### src/rtl/unit_pkg.sv
// Shared definitions for lane units: FSM encoding, per-type stat tables, regen period
// and type-select helpers. UNIT_REGEN_EN (in lane_unit) consumes REGEN_PERIOD.
package unit_pkg;

    // ST_IDLE: slot empty | ST_DEPLOY: loading stats | ST_ALIVE: walking/fighting | ST_DYING: death timer
    typedef enum logic [1:0] {
        ST_IDLE   = 2'd0,
        ST_DEPLOY = 2'd1,
        ST_ALIVE  = 2'd2,
        ST_DYING  = 2'd3
    } unit_state_e;

    localparam int REGEN_PERIOD = 8;

    function automatic int hp_max(input logic [2:0] t);
        case (t)
            3'd1, 3'd2, 3'd3: return 255;
            3'd4:             return 200;
            3'd5:             return 160;
            3'd6:             return 120;
            3'd7:             return 96;
            default:          return 0;
        endcase
    endfunction

    function automatic int power_of(input logic [2:0] t);
        case (t)
            3'd1:    return 32;
            3'd2:    return 64;
            3'd3:    return 128;
            3'd4:    return 48;
            3'd5:    return 96;
            3'd6:    return 160;
            3'd7:    return 200;
            default: return 0;
        endcase
    endfunction

    function automatic int cooldown_of(input logic [2:0] t);
        case (t)
            3'd2:    return 1;
            3'd3:    return 3;
            3'd4:    return 1;
            3'd5:    return 2;
            3'd6:    return 4;
            3'd7:    return 6;
            default: return 0;
        endcase
    endfunction

    function automatic logic sel_is_onehot(input logic [6:0] v);
        return (v != 7'd0) && ((v & (v - 7'd1)) == 7'd0);
    endfunction

    function automatic logic [2:0] onehot_to_type(input logic [6:0] v);
        logic [2:0] idx;
        idx = 3'd0;
        for (int i = 0; i < 7; i++) begin
            if (v[i]) idx = 3'(i + 1);
        end
        return idx;
    endfunction

endpackage

### src/rtl/lane_unit_if.sv
// Controller-to-unit bundle: purchase, tick/damage strobes, enemy front, and unit status.
interface lane_unit_if #(
    parameter int POS_W   = 9,
    parameter int HP_W    = 8,
    parameter int DMG_W   = 8,
    parameter int N_TYPES = 3
);
    localparam int TYPE_W = $clog2(N_TYPES + 1);

    logic               purchase;
    logic [N_TYPES-1:0] typeSel;
    logic               purchaseAck;
    logic               moveSCEN;
    logic               damageSCEN;
    logic [DMG_W-1:0]   damageIn;
    logic [POS_W-1:0]   enemyFront;
    logic [POS_W-1:0]   position;
    logic [DMG_W-1:0]   damageOut;
    logic [TYPE_W-1:0]  unitType;
    logic [HP_W-1:0]    health;
    logic               dying;

    modport master (
        output purchase, typeSel, moveSCEN, damageSCEN, damageIn, enemyFront,
        input  purchaseAck, position, damageOut, unitType, health, dying
    );

    modport slave (
        input  purchase, typeSel, moveSCEN, damageSCEN, damageIn, enemyFront,
        output purchaseAck, position, damageOut, unitType, health, dying
    );
endinterface

### src/rtl/unit_cooldown.sv
// Loadable down-counter with zero flag; used for attack cooldown and the death timer.
module unit_cooldown #(
    parameter int W = 8
) (
    input  logic         clk,
    input  logic         reset,
    input  logic         i_load,
    input  logic [W-1:0] i_load_val,
    input  logic         i_dec,
    output logic         o_zero
);
    logic [W-1:0] r_count;

    always_ff @(posedge clk or posedge reset) begin
        if (reset) begin
            r_count <= '0;
        end else if (i_load) begin
            r_count <= i_load_val;
        end else if (i_dec && (r_count != '0)) begin
            r_count <= r_count - 1'b1;
        end
    end

    assign o_zero = (r_count == '0);
endmodule

### src/rtl/lane_unit.sv
// One battlefield unit slot: purchase, deploy, walk/attack along the lane, take damage, timed death.
// Optional health regeneration on quiet ticks when UNIT_REGEN_EN is defined.
module lane_unit
    import unit_pkg::*;
#(
    parameter int               POS_W        = 9,
    parameter int               HP_W         = 8,
    parameter int               DMG_W        = 8,
    parameter int               N_TYPES      = 3,
    parameter int               DIR          = 0,
    parameter logic [POS_W-1:0] SPAWN_POS    = (DIR == 0) ? {POS_W{1'b1}} : {POS_W{1'b0}},
    parameter int               RANGE        = 0,
    parameter int               DEATH_CYCLES = 10
) (
    input logic        clk,
    input logic        reset,
    lane_unit_if.slave bus
);
    localparam int TYPE_W = $clog2(N_TYPES + 1);
    localparam int DTH_W  = (DEATH_CYCLES > 1) ? $clog2(DEATH_CYCLES) : 1;
    localparam int CD_W   = 8;
    localparam int CMP_W  = (HP_W > DMG_W) ? HP_W : DMG_W;
    localparam logic [POS_W:0]   L_RANGE    = (POS_W + 1)'(RANGE);
    localparam logic [DTH_W-1:0] L_DTH_LOAD = DTH_W'(DEATH_CYCLES - 1);

    unit_state_e r_state;
    unit_state_e w_state_nxt;

    logic [2:0]        r_type;
    logic [POS_W-1:0]  r_pos;
    logic [HP_W-1:0]   r_health;
    logic [DMG_W-1:0]  r_power;
    logic [DMG_W-1:0]  r_dmg_out;
    logic [TYPE_W-1:0] r_unit_type;
    logic              r_ack;

    logic [6:0]        w_sel_wide;
    logic              w_sel_valid;
    logic [2:0]        w_sel_idx;
    logic [HP_W-1:0]   w_hp_max;
    logic [DMG_W-1:0]  w_power;
    logic [CD_W-1:0]   w_cd_load_val;
    logic [POS_W-1:0]  w_pos_step;
    logic              w_in_range;
    logic              w_lethal_hit;
    logic              w_cd_zero;
    logic              w_dth_zero;
    logic              w_accept;
    logic              w_deploy;
    logic              w_die;
    logic              w_to_idle;
    logic              w_alive_move;
    logic              w_attack;
    logic              w_cool_tick;
    logic              w_regen_inc;

    assign w_sel_wide   = 7'(bus.typeSel);
    assign w_sel_valid  = sel_is_onehot(w_sel_wide);
    assign w_sel_idx    = onehot_to_type(w_sel_wide);
    assign w_hp_max     = HP_W'(hp_max(r_type));
    assign w_power      = DMG_W'(power_of(r_type));
    assign w_lethal_hit = bus.damageSCEN && (CMP_W'(r_health) <= CMP_W'(bus.damageIn));

    // Range check is widened by one bit so enemyFront+RANGE never wraps.
    always_comb begin
        w_in_range = 1'b0;
        w_pos_step = r_pos;
        if (DIR == 0) begin
            w_in_range = ({1'b0, bus.enemyFront} + L_RANGE) >= {1'b0, r_pos};
            if (r_pos != '0) w_pos_step = r_pos - 1'b1;
        end else begin
            w_in_range = ({1'b0, r_pos} + L_RANGE) >= {1'b0, bus.enemyFront};
            if (r_pos != '1) w_pos_step = r_pos + 1'b1;
        end
    end

    always_ff @(posedge clk or posedge reset) begin
        if (reset) r_state <= ST_IDLE;
        else       r_state <= w_state_nxt;
    end

    always_comb begin
        w_state_nxt  = r_state;
        w_accept     = 1'b0;
        w_deploy     = 1'b0;
        w_die        = 1'b0;
        w_to_idle    = 1'b0;
        w_alive_move = 1'b0;
        case (r_state)
            ST_IDLE: begin
                if (bus.purchase && w_sel_valid) begin
                    w_state_nxt = ST_DEPLOY;
                    w_accept    = 1'b1;
                end
            end
            ST_DEPLOY: begin
                w_state_nxt = ST_ALIVE;
                w_deploy    = 1'b1;
            end
            ST_ALIVE: begin
                if (w_lethal_hit) begin
                    w_state_nxt = ST_DYING;
                    w_die       = 1'b1;
                end else begin
                    w_alive_move = bus.moveSCEN;
                end
            end
            ST_DYING: begin
                if (w_dth_zero) begin
                    w_state_nxt = ST_IDLE;
                    w_to_idle   = 1'b1;
                end
            end
            default: begin
                w_state_nxt = ST_IDLE;
                w_to_idle   = 1'b1;
            end
        endcase
    end

    assign w_attack      = w_alive_move && w_in_range && w_cd_zero;
    assign w_cool_tick   = w_alive_move && w_in_range && !w_cd_zero;
    assign w_cd_load_val = w_deploy ? '0 : CD_W'(cooldown_of(r_type));

    unit_cooldown #(.W(CD_W)) u_attack_cd (
        .clk        (clk),
        .reset      (reset),
        .i_load     (w_deploy || w_attack),
        .i_load_val (w_cd_load_val),
        .i_dec      (w_cool_tick),
        .o_zero     (w_cd_zero)
    );

    unit_cooldown #(.W(DTH_W)) u_death_timer (
        .clk        (clk),
        .reset      (reset),
        .i_load     (w_die),
        .i_load_val (L_DTH_LOAD),
        .i_dec      (r_state == ST_DYING),
        .o_zero     (w_dth_zero)
    );

`ifdef UNIT_REGEN_EN
    localparam int RG_W = $clog2(REGEN_PERIOD + 1);
    logic [RG_W-1:0] r_regen;

    assign w_regen_inc = (r_state == ST_ALIVE) && bus.moveSCEN && !bus.damageSCEN &&
                         !w_in_range && (r_regen == RG_W'(REGEN_PERIOD - 1));

    always_ff @(posedge clk or posedge reset) begin
        if (reset) begin
            r_regen <= '0;
        end else if ((r_state != ST_ALIVE) || bus.damageSCEN || (bus.moveSCEN && w_in_range)) begin
            r_regen <= '0;
        end else if (bus.moveSCEN) begin
            r_regen <= w_regen_inc ? '0 : r_regen + 1'b1;
        end
    end
`else
    assign w_regen_inc = 1'b0;
`endif

    always_ff @(posedge clk or posedge reset) begin
        if (reset) begin
            r_type      <= '0;
            r_pos       <= SPAWN_POS;
            r_health    <= '0;
            r_power     <= '0;
            r_dmg_out   <= '0;
            r_unit_type <= '0;
            r_ack       <= 1'b0;
        end else begin
            r_ack <= w_accept;
            if (w_accept) r_type <= w_sel_idx;

            if (w_deploy) begin
                r_health    <= w_hp_max;
                r_power     <= w_power;
                r_unit_type <= TYPE_W'(r_type);
                r_dmg_out   <= '0;
            end else if (w_die || w_to_idle) begin
                r_health    <= '0;
                r_unit_type <= '0;
                r_dmg_out   <= '0;
                if (w_to_idle) r_pos <= SPAWN_POS;
            end else if (r_state == ST_ALIVE) begin
                if (bus.damageSCEN) begin
                    r_health <= r_health - HP_W'(bus.damageIn);
                end else if (w_regen_inc && (r_health < w_hp_max)) begin
                    r_health <= r_health + 1'b1;
                end
                if (w_alive_move) begin
                    if (!w_in_range) begin
                        r_pos     <= w_pos_step;
                        r_dmg_out <= '0;
                    end else if (w_cd_zero) begin
                        r_dmg_out <= r_power;
                    end else begin
                        r_dmg_out <= '0;
                    end
                end
            end
        end
    end

    assign bus.purchaseAck = r_ack;
    assign bus.position    = r_pos;
    assign bus.damageOut   = r_dmg_out;
    assign bus.unitType    = r_unit_type;
    assign bus.health      = r_health;
    assign bus.dying       = (r_state == ST_DYING);
endmodule

### src/flat_wrapper.sv
// flat-port wrapper written by rule: the top's interface ports become plain ports
module lane_unit_flat import unit_pkg::*;
#(
    parameter int               POS_W        = 9,
    parameter int               HP_W         = 8,
    parameter int               DMG_W        = 8,
    parameter int               N_TYPES      = 3,
    parameter int               DIR          = 0,
    parameter logic [POS_W-1:0] SPAWN_POS    = (DIR == 0) ? {POS_W{1'b1}} : {POS_W{1'b0}},
    parameter int               RANGE        = 0,
    parameter int               DEATH_CYCLES = 10
)
  (clk, reset, bus_purchase, bus_typeSel, bus_moveSCEN, bus_damageSCEN, bus_damageIn, bus_enemyFront, bus_purchaseAck, bus_position, bus_damageOut, bus_unitType, bus_health, bus_dying);
  lane_unit_if #(.POS_W(POS_W), .HP_W(HP_W), .DMG_W(DMG_W), .N_TYPES(N_TYPES)) bus_i ();
  input logic clk;
  input logic reset;
  input wire logic [$bits(bus_i.purchase)-1:0] bus_purchase;
  input wire logic [$bits(bus_i.typeSel)-1:0] bus_typeSel;
  input wire logic [$bits(bus_i.moveSCEN)-1:0] bus_moveSCEN;
  input wire logic [$bits(bus_i.damageSCEN)-1:0] bus_damageSCEN;
  input wire logic [$bits(bus_i.damageIn)-1:0] bus_damageIn;
  input wire logic [$bits(bus_i.enemyFront)-1:0] bus_enemyFront;
  output wire logic [$bits(bus_i.purchaseAck)-1:0] bus_purchaseAck;
  output wire logic [$bits(bus_i.position)-1:0] bus_position;
  output wire logic [$bits(bus_i.damageOut)-1:0] bus_damageOut;
  output wire logic [$bits(bus_i.unitType)-1:0] bus_unitType;
  output wire logic [$bits(bus_i.health)-1:0] bus_health;
  output wire logic [$bits(bus_i.dying)-1:0] bus_dying;
  assign bus_i.purchase = bus_purchase;
  assign bus_i.typeSel = bus_typeSel;
  assign bus_i.moveSCEN = bus_moveSCEN;
  assign bus_i.damageSCEN = bus_damageSCEN;
  assign bus_i.damageIn = bus_damageIn;
  assign bus_i.enemyFront = bus_enemyFront;
  assign bus_purchaseAck = bus_i.purchaseAck;
  assign bus_position = bus_i.position;
  assign bus_damageOut = bus_i.damageOut;
  assign bus_unitType = bus_i.unitType;
  assign bus_health = bus_i.health;
  assign bus_dying = bus_i.dying;
  lane_unit #(.POS_W(POS_W), .HP_W(HP_W), .DMG_W(DMG_W), .N_TYPES(N_TYPES), .DIR(DIR), .SPAWN_POS(SPAWN_POS), .RANGE(RANGE), .DEATH_CYCLES(DEATH_CYCLES)) u_core (.clk(clk), .reset(reset), .bus(bus_i));
endmodule
### config.mk
export PLATFORM = sky130hd
export DESIGN_NAME = lane_unit_flat
export DESIGN_NICKNAME = d
export VERILOG_FILES = /design/src/rtl/unit_pkg.sv /design/src/rtl/lane_unit_if.sv /design/src/rtl/unit_cooldown.sv /design/src/rtl/lane_unit.sv /design/src/flat_wrapper.sv
export SDC_FILE = /design/constraint.sdc
export NUM_CORES = 1
export LEC_CHECK = 0
export ABC_AREA = 1
export BUFFER_PORTS_ARGS = -buffer_cell sky130_fd_sc_hd__buf_4
export CAP_MARGIN = 10
export CORE_ASPECT_RATIO = 0.8
export CORE_MARGIN = 1
export CORE_UTILIZATION = 40
export DETAILED_ROUTE_END_ITERATION = 8
export SYNTH_ARGS = -nofsm -noshare
export SYNTH_HDL_FRONTEND = slang
export SYNTH_SLANG_ARGS = --single-unit
### constraint.sdc
create_clock -name clk -period 2.9 [get_ports clk]
set_input_delay 0.145 -clock clk [delete_from_list [all_inputs] [get_ports clk]]
set_output_delay 0.145 -clock clk [all_outputs]
set_load 0.1 [all_outputs]
==> results of run 1 <==
-- through the flow --
| step | setup slack [ns] | utilization | area (um^2) | instances | hold WS, ns |
|---|---|---|---|---|---|
| global route | 0.337 | 0.492 | 3650 | 560 | 0.0453 |
| finish | 0.518 | 0.492 | 3650 | 560 | -0.00343 |
| CTS | 0.493 | 0.492 | 3650 | 560 | 0.0131 |
| global placement | 0.545 | 0.478 | 3550 | 552 | 0.338 |
| floorplan | 0.0684 | - | 3090 | 403 | 0.295 |
| detailed placement | 0.513 | 0.478 | 3550 | 552 | 0.335 |
-- logic make-up (layout without fill, tap and decap cells) --
kind of cell,Yosys count,after routing,share of synthesized area
compound gates,43,43,0.0853
other cells,1,5,0.00122
flops,42,42,0.345
fa+ha+maj,26,26,0.108
buf+inv,65,117,0.0918
xor+xnor,13,13,0.0370
simple gates,209,209,0.332
-- layout by cell type (no fill, tap or decap), types with 7 or more instances in the layout --
cell type	netlist	routed
nor2_1	33	33
a21oi_1	18	18
nand2_1	102	102
nand4_1	7	7
ha_1	25	25
inv_1	56	56
o21ai_0	15	15
buf_4	5	51
xor2_1	11	11
nand3b_1	7	7
nand3_1	35	35
dfrtp_1	33	33
dfstp_2	9	9
-- worst min-delay path, cell delays in order --
cell and delay [ns]:
buf_4 0.10, inv_1 0.04, buf_4 0.47
-- cell type report --
| class | instances | share of cell area |
|---|---|---|
| inverters | 58 | 0.0609 |
| multi-input cells | 296 | 0.479 |
| clock buffers | 7 | 0.0209 |
| well taps | 105 | 0.0359 |
| repair buffers | 51 | 0.105 |
| flip-flops and latches | 42 | 0.291 |
| clock inverters | 1 | 0.00822 |
-- per-layer routing --
layer  up-vias  global-route usage  share of wire
met5         -                   0              0
met4         0              0.0435         0.0053
met3         4              0.0357          0.038
met2        53               0.272           0.43
met1      1203               0.268           0.53
li1       1388                   -              -
-- state kept, by name, summed over array words and instances (netlist names) --
| register | cells |
|---|---|
| u_core.r_type | 2 |
| u_core.r_state | 2 |
| u_core.bus.purchaseAck | 1 |
| u_core.bus.damageOut | 3 |
| u_core.bus.unitType | 2 |
| u_core.u_death_timer.r_count | 4 |
| u_core.r_power | 3 |
| u_core.bus.position | 9 |
| u_core.bus.health | 8 |
| u_core.u_attack_cd.r_count | 8 |
-- path summary, 6_finish.rpt --
path / start / end / slack (ns)
worst max-delay path: u_core.bus.position[4] / u_core.u_attack_cd.r_count[1] / 0.52
worst min-delay path: reset / u_core.bus.purchaseAck / -0.003
worst max register to register: u_core.bus.position[4] / u_core.u_attack_cd.r_count[1] / 0.52
worst min register to register: u_core.bus.position[2] / u_core.bus.position[2] / 0.48
max in group asynchronous: reset / u_core.bus.position[7] / 2.52
min in group clk: bus_typeSel[2] / u_core.r_type[0] / 0.13
==> out/results.ini, run 1 <==
[critical_path]
cp_slowest_cell = dfstp_2
endpoint_kind = register
worstPathMaxFanout = 8
critPathMaxStageDelay_ns = 0.57
path_buf_inv = 1
reg2reg_depth = 12
worstPathCellList = inv_1 > ha_1 > a21oi_1 > o21ai_0 > nand2_1 > nand3_1 > nor2_1 > nor2_2 > nor2_2 > nand2_1 > nand2_1 > nand2_1
crit_required_ns = 3.08
critPathArrivalTime_ns = 2.57
cp_common_cell = nand2_1
cp_top_family = simple AND/OR/NAND/NOR gates
cp.depth = 12
cp-start-kind = register
crit_type = reg2reg

[grt]
grt_use_total = 0.182
grt_pass1_vias = 2433
grt_overflow = 0
antenna_found_initial = 0
grt_max_degree = 43
grt_pass1_wl_um = 11500

[route]
totalWireLength_um = 6790
firstDrtPassIters = 4
wl_per_cell_um = 12.1
drc = 0
ant_nets = 0
via_count = 2648
drt_iter0_markers = 77
routed_via_density = 4.73

[layout]
final_nets = 505
fillerInstances = 760
regArea_mm2 = 0.00106
multiInputGateArea_mm2 = 0.00175
synthToLayoutAreaGrowth_pct = 18.7
antenna_cells = 0
drive_above_1_share = 0.202

[synthesis]
synth_area_leaders = dfrtp_1 27%, nand2_1 12%, ha_1 10%
yosysSeqAreaShare = 0.345
ys_async_sr_fraction = 1.00
synth_top_area_cell = dfrtp_1
netlist_area_mm2 = 0.00308
synth.top_cell.area_share = 0.268
syn-instance-count = 399
synth-main-ff-cell = dfrtp_1
synth_common_cells = 102 x nand2_1, 56 x inv_1, 35 x nand3_1
synth_edf_count = 0
syn_area_per_cell_um2 = 7.72
ys_types = 37
yosysWarnings = 0
synth_seq_cells = 42
synth.most_common_cell = nand2_1

[timing]
whs_ns = -0.00343
finClkSkew_ns = 0.00493
slew-limit-headroom = 0.617
setup_tns_ns = 0
fmax_mhz = 420
worst_pin_slew_ns = 0.575
slew_viol_final = 0
min_period_over_period = 0.822
min_period_ns = 2.38
hold_violations = 4
setup-violations-final = 0
grt_setup_unrepaired = no

[clock_tree]
numClockSinks = 42
cts_resized = 0
cts_tree = built
clkTransAtPathRegs_ns = 0.08
numCtsBuffers = 5
postCtsSetupBuffers = 0
postCtsHoldBufs = 0
cts-htree-levels = 2
cts_root_buf = clkbuf_8
ctsLongestPathBuffers = 2
clock_latency_ns = 0.29

[floorplan]
dieArea_mm2 = 0.00806
core_region_area_mm2 = 0.00743
fp.dieW_um = 100
rows = 28
ios = 54
start_util = 0.415
die_y_um = 80.5

[placed_design]
hpwl_um = 5170
routabilityCongestion = 0.861
portBuffers = 48

[status]
run_status = finished, violations left
failed_checks = hold timing

[worst_hold_path]
hp-class = in2async

[flow_run]
cap_violations = 0

Power of run 1 is left out: the tool's default activity adds up to more than one toggle a clock period on the data nets, which glitch-free logic cannot reach.
==> run 2, diff against run 1 <==
- clock period: 2.9 -> 2.4 ns (I/O delays scaled with it)
==> run 2 against run 1 <==
Against the previous run: the run now ends clean; via count increased by 4.2%; critical path depth increased by 4; flip-flop and latch count unchanged; non-clock buffer count increased by 13; first-iteration DRC count decreased by 5.2%; critical endpoint is now u_core.u_attack_cd.r_count[0].
==> out/results.ini, run 2 (synthesis results as in run 1) <==
[placed_design]
pre_cts_ws_ns = 0.0240  ; -0.489 ns
portBuffers = 48  ; unchanged
place_area_mm2 = 0.00361  ; +1.8%
dp.cells = 557  ; +0.91%
routabilityCongestion = 0.809  ; -6.1%
hpwl_um = 5200  ; +0.54%

[route]
via_count = 2759  ; +4.2%
routed_via_density = 4.78  ; +1.1%
firstDrtPassIters = 5  ; +1
wl_per_cell_um = 12.0  ; -0.95%
drt_iter0_markers = 73  ; -5.2%
ant_nets = 0  ; unchanged
drc = 0  ; unchanged
totalWireLength_um = 6930  ; +2.1%

[timing]
slew_viol_final = 0  ; unchanged
worst_pin_slew_ns = 0.671  ; +0.0962 ns
hold_violations = 0  ; -4
min_period_over_period = 0.945  ; +0.124
slew-limit-headroom = 0.552  ; -0.0646
finClkSkew_ns = 0.0103  ; +0.00534 ns
fmax_mhz = 441  ; +5.0%
setup_ws_ns = 0.132  ; -0.386 ns
min_period_ns = 2.27  ; -0.114 ns
setup-violations-final = 0  ; unchanged

[layout]
drive_above_1_share = 0.261  ; +0.0584
design_area_mm2 = 0.00388  ; +6.1%
fin_cells = 577  ; +3.0%
synthToLayoutAreaGrowth_pct = 25.9
antenna_cells = 0  ; unchanged
final_cell_mix = 100 x nand2_1, 63 x buf_4, 56 x inv_1
layout_commonest_cell = nand2_1
largest_register_ffs = 9  ; unchanged
final_nets = 522  ; +3.4%

[clock_tree]
clkTransAtPathRegs_ns = 0.08  ; about the same
numCtsBuffers = 5  ; unchanged
cts_root_buf = clkbuf_8
clock_latency_ns = 0.30  ; about the same
numClockSinks = 42  ; unchanged
ctsLongestPathBuffers = 2  ; unchanged
cts_tree = built
cts-htree-levels = 2  ; unchanged

[grt]
grt_use_total = 0.182  ; -0.000292
grt_pass1_wl_um = 11600  ; +0.66%
grt_max_degree = 18  ; -58%
grt_pass1_vias = 2534  ; +4.2%
antenna_found_initial = 0  ; unchanged
grt_overflow = 0  ; unchanged

[critical_path]
cp-start-kind = register
worstPathMaxFanout = 4  ; -4
crit_type = reg2reg
crit_required_ns = 2.57  ; -0.51 ns
endpoint_kind = register
crit_start = u_core.bus.health[0]
critPathArrivalTime_ns = 2.44  ; -0.13 ns
r2r_start = u_core.bus.health[0]

[floorplan]
core_region_area_mm2 = 0.00743  ; unchanged
fp.dieW_um = 100  ; unchanged
start_util = 0.415  ; unchanged
die_y_um = 80.5  ; unchanged
ios = 54  ; unchanged
dieArea_mm2 = 0.00806  ; unchanged
rows = 28  ; unchanged

[status]
run_status = finished clean

[worst_hold_path]
min-delay-start = bus_typeSel[2]
hp-class = in2reg

[flow_run]
cap_violations = 0  ; unchanged

==> run 2: cell types whose count changed in the layout (fill, tap and decap cells not counted), moves of 3 or more <==
cell     previous run  this run
buf_4              51        63
dfrtp_1            33        27
dfrtp_2             0         5
nor2_4              0         5
dfstp_2             9         5
dfstp_4             0         4
nand2_4             0         3
nor2_2              4         1
==> run 2: worst paths after layout <==
| path | slack (ns) | cells past startpoint | endpoint |
|---|---|---|---|
| worst max-delay path | 0.13 | 16 | u_core.u_attack_cd.r_count[0] |
| worst min-delay path | 0.10 | 3 | u_core.r_type[0] |
| worst max register to register | 0.13 | 16 | u_core.u_attack_cd.r_count[0] |
| worst min register to register | 0.48 | 2 | u_core.bus.position[1] |
| max in group asynchronous | 1.19 | 4 | u_core.bus.position[1] |
| min in group asynchronous | 0.47 | 3 | u_core.r_type[1] |
==> run 2: area by class of cell <==
cell class / count / area (um^2)
Timing Repair Buffer: 64 / 483
Tap cell: 105 / 131
Multi-Input combinational cell: 300 / 1860
Clock buffer: 6 / 82.6
Fill cell: 732 / 3550
Sequential cell: 42 / 1090
Clock inverter: 2 / 12.5
Inverter: 58 / 225
==> run 2: repair_timing <==
action                     in CTS  in global routing
resized for setup               4                 11
buffers inserted                0                  7
setup endpoints to repair       5                 28
hold buffers                    1                  0
pin swaps                       4                 10
gates cloned                    2                  2
hold endpoints to repair       13                  0
==> run 2: critical path, stage by stage, from the launching register on <==
cell and delay [ns]:
dfrtp_4 0.41, inv_1 0.06, ha_2 0.20, fa_2 0.37, inv_1 0.08, nand3_2 0.06, nand2_2 0.07, nand2_1 0.05
nand2_1 0.06, nand2_2 0.09, nand2_4 0.12, nand3_4 0.12, nor2_4 0.16, nor2_4 0.05, buf_4 0.13, nand2_1 0.04
o21ai_0 0.08
==> run 2: metrics by stage <==
step,TNS [ns],hold WS [ns],utilization
global route,-0.00809,0.126,0.522
finish,0,0.102,0.522
detailed placement,0,0.265,0.487
CTS,0,0.0884,0.506
global placement,0,0.264,0.487
floorplan,-0.0397,0.270,-
==> run 2: routing by layer <==
layer	share of wire	track usage	wire (um)	vias to the layer above
li1	-	-	-	1433
met1	0.54	0.265	3710	1257
met2	0.41	0.274	2870	65
met4	0.0043	0.0348	30	0
met3	0.046	0.0418	316	4
met5	0	0	0	-
Power of run 2 is left out for the same reason.
==> run 3, diff against run 2 <==
- SETUP_SLACK_MARGIN: unset -> 0.5
- SLEW_MARGIN: unset -> 0
==> run 3 against run 2 <==
Against the previous run: via count rose by 3.5%; worst setup slack better by 0.11 ns; die area is the same; clock-buffer cell count up 1; flip-flop and latch count unchanged; critical path type unchanged; critical endpoint is now u_core.u_attack_cd.r_count[1]; highest routed layer unchanged.
==> out/results.ini, run 3 (synthesis results as in run 1) <==
[route]
totalWireLength_um = 7610  ; +9.8%
ant_nets = 0  ; unchanged
drc = 0  ; unchanged
routed_via_density = 4.85  ; +1.4%
wl_per_cell_um = 12.9  ; +7.6%
drt_iter0_markers = 118  ; +62%
via_count = 2856  ; +3.5%
firstDrtPassIters = 4  ; -1

[timing]
slew-limit-headroom = 0.619  ; +0.0672
slew_viol_final = 0  ; unchanged
min_period_over_period = 0.900  ; -0.0453
hold_violations = 0  ; unchanged
finClkSkew_ns = 0.00820  ; -0.00206 ns
grt_setup_unrepaired = yes
setup_ws_ns = 0.240  ; +0.109 ns
setup-violations-final = 0  ; unchanged
setup_tns_ns = 0  ; unchanged
min_period_ns = 2.16  ; -0.109 ns
fmax_mhz = 463  ; +5.0%
worst_pin_slew_ns = 0.571  ; -0.100 ns

[clock_tree]
cts_root_buf = clkbuf_8
cts_tree = built
clkTransAtPathRegs_ns = 0.08  ; about the same
clock_latency_ns = 0.29  ; about the same
numCtsBuffers = 5  ; unchanged
numClockSinks = 42  ; unchanged
cts-htree-levels = 2  ; unchanged
ctsLongestPathBuffers = 2  ; unchanged

[floorplan]
die_y_um = 80.5  ; unchanged
start_util = 0.415  ; unchanged
dieArea_mm2 = 0.00806  ; unchanged
core_region_area_mm2 = 0.00743  ; unchanged
rows = 28  ; unchanged
fp.dieW_um = 100  ; unchanged
ios = 54  ; unchanged

[placed_design]
routabilityCongestion = 0.856  ; +5.9%
portBuffers = 48  ; unchanged
dp.cells = 553  ; -0.72%
pre_cts_ws_ns = 0.165  ; +0.141 ns
hpwl_um = 5220  ; +0.34%

[layout]
synthToLayoutAreaGrowth_pct = 38.4
antenna_cells = 0  ; unchanged
fillerInstances = 703  ; -4.0%
regArea_mm2 = 0.00111  ; +1.8%
fin_cells = 589  ; +2.1%
final_cell_mix = 90 x nand2_1, 67 x buf_4, 51 x inv_1
multiInputGateArea_mm2 = 0.00206  ; +11%
postLayoutCoreUtil = 0.574  ; +0.0515
layout_commonest_cell = nand2_1
final_nets = 534  ; +2.3%
drive_above_1_share = 0.360  ; +0.0989
largest_register_ffs = 9  ; unchanged

[grt]
grt_overflow = 0  ; unchanged
grt_pass1_vias = 2634  ; +3.9%
grt_pass1_wl_um = 12400  ; +7.1%
grt_max_degree = 43  ; +25
grt_use_total = 0.195  ; +0.0137
antenna_found_initial = 0  ; unchanged

[worst_hold_path]
holdPathEnd = u_core.r_type[1]
min-delay-start = bus_typeSel[2]
hp-class = in2reg
holdPathStages = 3  ; unchanged

[critical_path]
critPathMaxStageDelay_ns = 0.43  ; +0.02 ns
crit_type = reg2reg
critPathArrivalTime_ns = 2.35  ; -0.09 ns
path_buf_inv = 2  ; -1
worstPathMaxFanout = 5  ; +1
reg2reg_depth = 15  ; -1
cp_slowest_cell = dfrtp_4
reg2reg_slack_ns = 0.24  ; +0.11 ns
endpoint_kind = register
cp_top_family = simple AND/OR/NAND/NOR gates
cp-start-kind = register
rr_endpoint = u_core.u_attack_cd.r_count[1]
cp_common_cell = nand2_1
worstPathCellList = inv_4 > ha_4 > fa_2 > inv_2 > nand3_2 > nand2_2 > nand2_1 > nand2_1 > nand2_2 > nand2_4 > nand3_4 > o21ai_4 > nand2_1 > nand2_1 > nand2_1
crit_required_ns = 2.59  ; +0.02 ns
r2r_start = u_core.bus.health[0]

[status]
run_status = finished clean

[flow_run]
cap_violations = 0  ; unchanged

run 3: cell count changes in the layout (fill, tap and decap cells not counted), moves of 5 or more:
| cell | before | now |
|---|---|---|
| nand2_1 | 100 | 90 |
| buf_6 | 0 | 7 |
| a21oi_2 | 3 | 9 |
| ha_4 | 0 | 6 |
| nand3_1 | 35 | 28 |
| nand2_2 | 4 | 10 |
| a21oi_1 | 16 | 10 |
| ha_1 | 23 | 17 |
| nand3_2 | 2 | 9 |
| inv_1 | 56 | 51 |
run 3: what timing repair did:
item,CTS,global route
pin swaps,23,13
endpoints found under the setup margin,32,36
buffers inserted,17,7
hold buffers,1,0
gates cloned,2,1
resized for setup,27,31
endpoints found under the hold margin,30,0
run 3: worst max path at each step:
| stage | start | endpoint | cells past startpoint |
|---|---|---|---|
| 2_1_floorplan | u_core.bus.health[0] | u_core.u_attack_cd.r_count[1] | 15 |
| 3_3_place_gp | u_core.bus.health[0] | u_core.bus.damageOut[6] | 15 |
| 6_report | u_core.bus.health[0] | u_core.u_attack_cd.r_count[1] | 15 |
| 3_5_place_dp | u_core.bus.health[0] | u_core.bus.damageOut[6] | 15 |
| 4_1_cts | u_core.bus.health[0] | u_core.bus.health[3] | 15 |
| 5_1_grt | u_core.bus.health[0] | u_core.bus.position[0] | 16 |
run 3: metal layers:
layer / vias to the layer above / track usage / routed length (um)
met5: - / 0 / 0
met4: 0 / 0.0348 / 60
met3: 6 / 0.0366 / 287
met2: 58 / 0.294 / 3400
met1: 1333 / 0.291 / 3860
li1: 1459 / - / -
run 3: through the flow:
step	cell area (um^2)	hold WS (ns)
floorplan	3210	0.270
global placement	3670	0.307
detailed placement	3670	0.314
CTS	4060	0.103
global route	4260	0.132
finish	4260	0.110
run 3: cell type report:
cell class                      count  area share
Timing Repair Buffer               77       0.148
Sequential cell                    42       0.260
Inverter                           58      0.0555
Tap cell                          105      0.0308
Clock inverter                      1     0.00117
Multi-Input combinational cell    299       0.484
Clock buffer                        7      0.0203
run 3: worst min-delay path, delay by kind of cell:
family | cells | cell delay (ns)
buf+inv | 1 | 0.09
simple gates | 1 | 0.04
compound gates | 1 | 0.11
Power of run 3 is left out for the same reason.
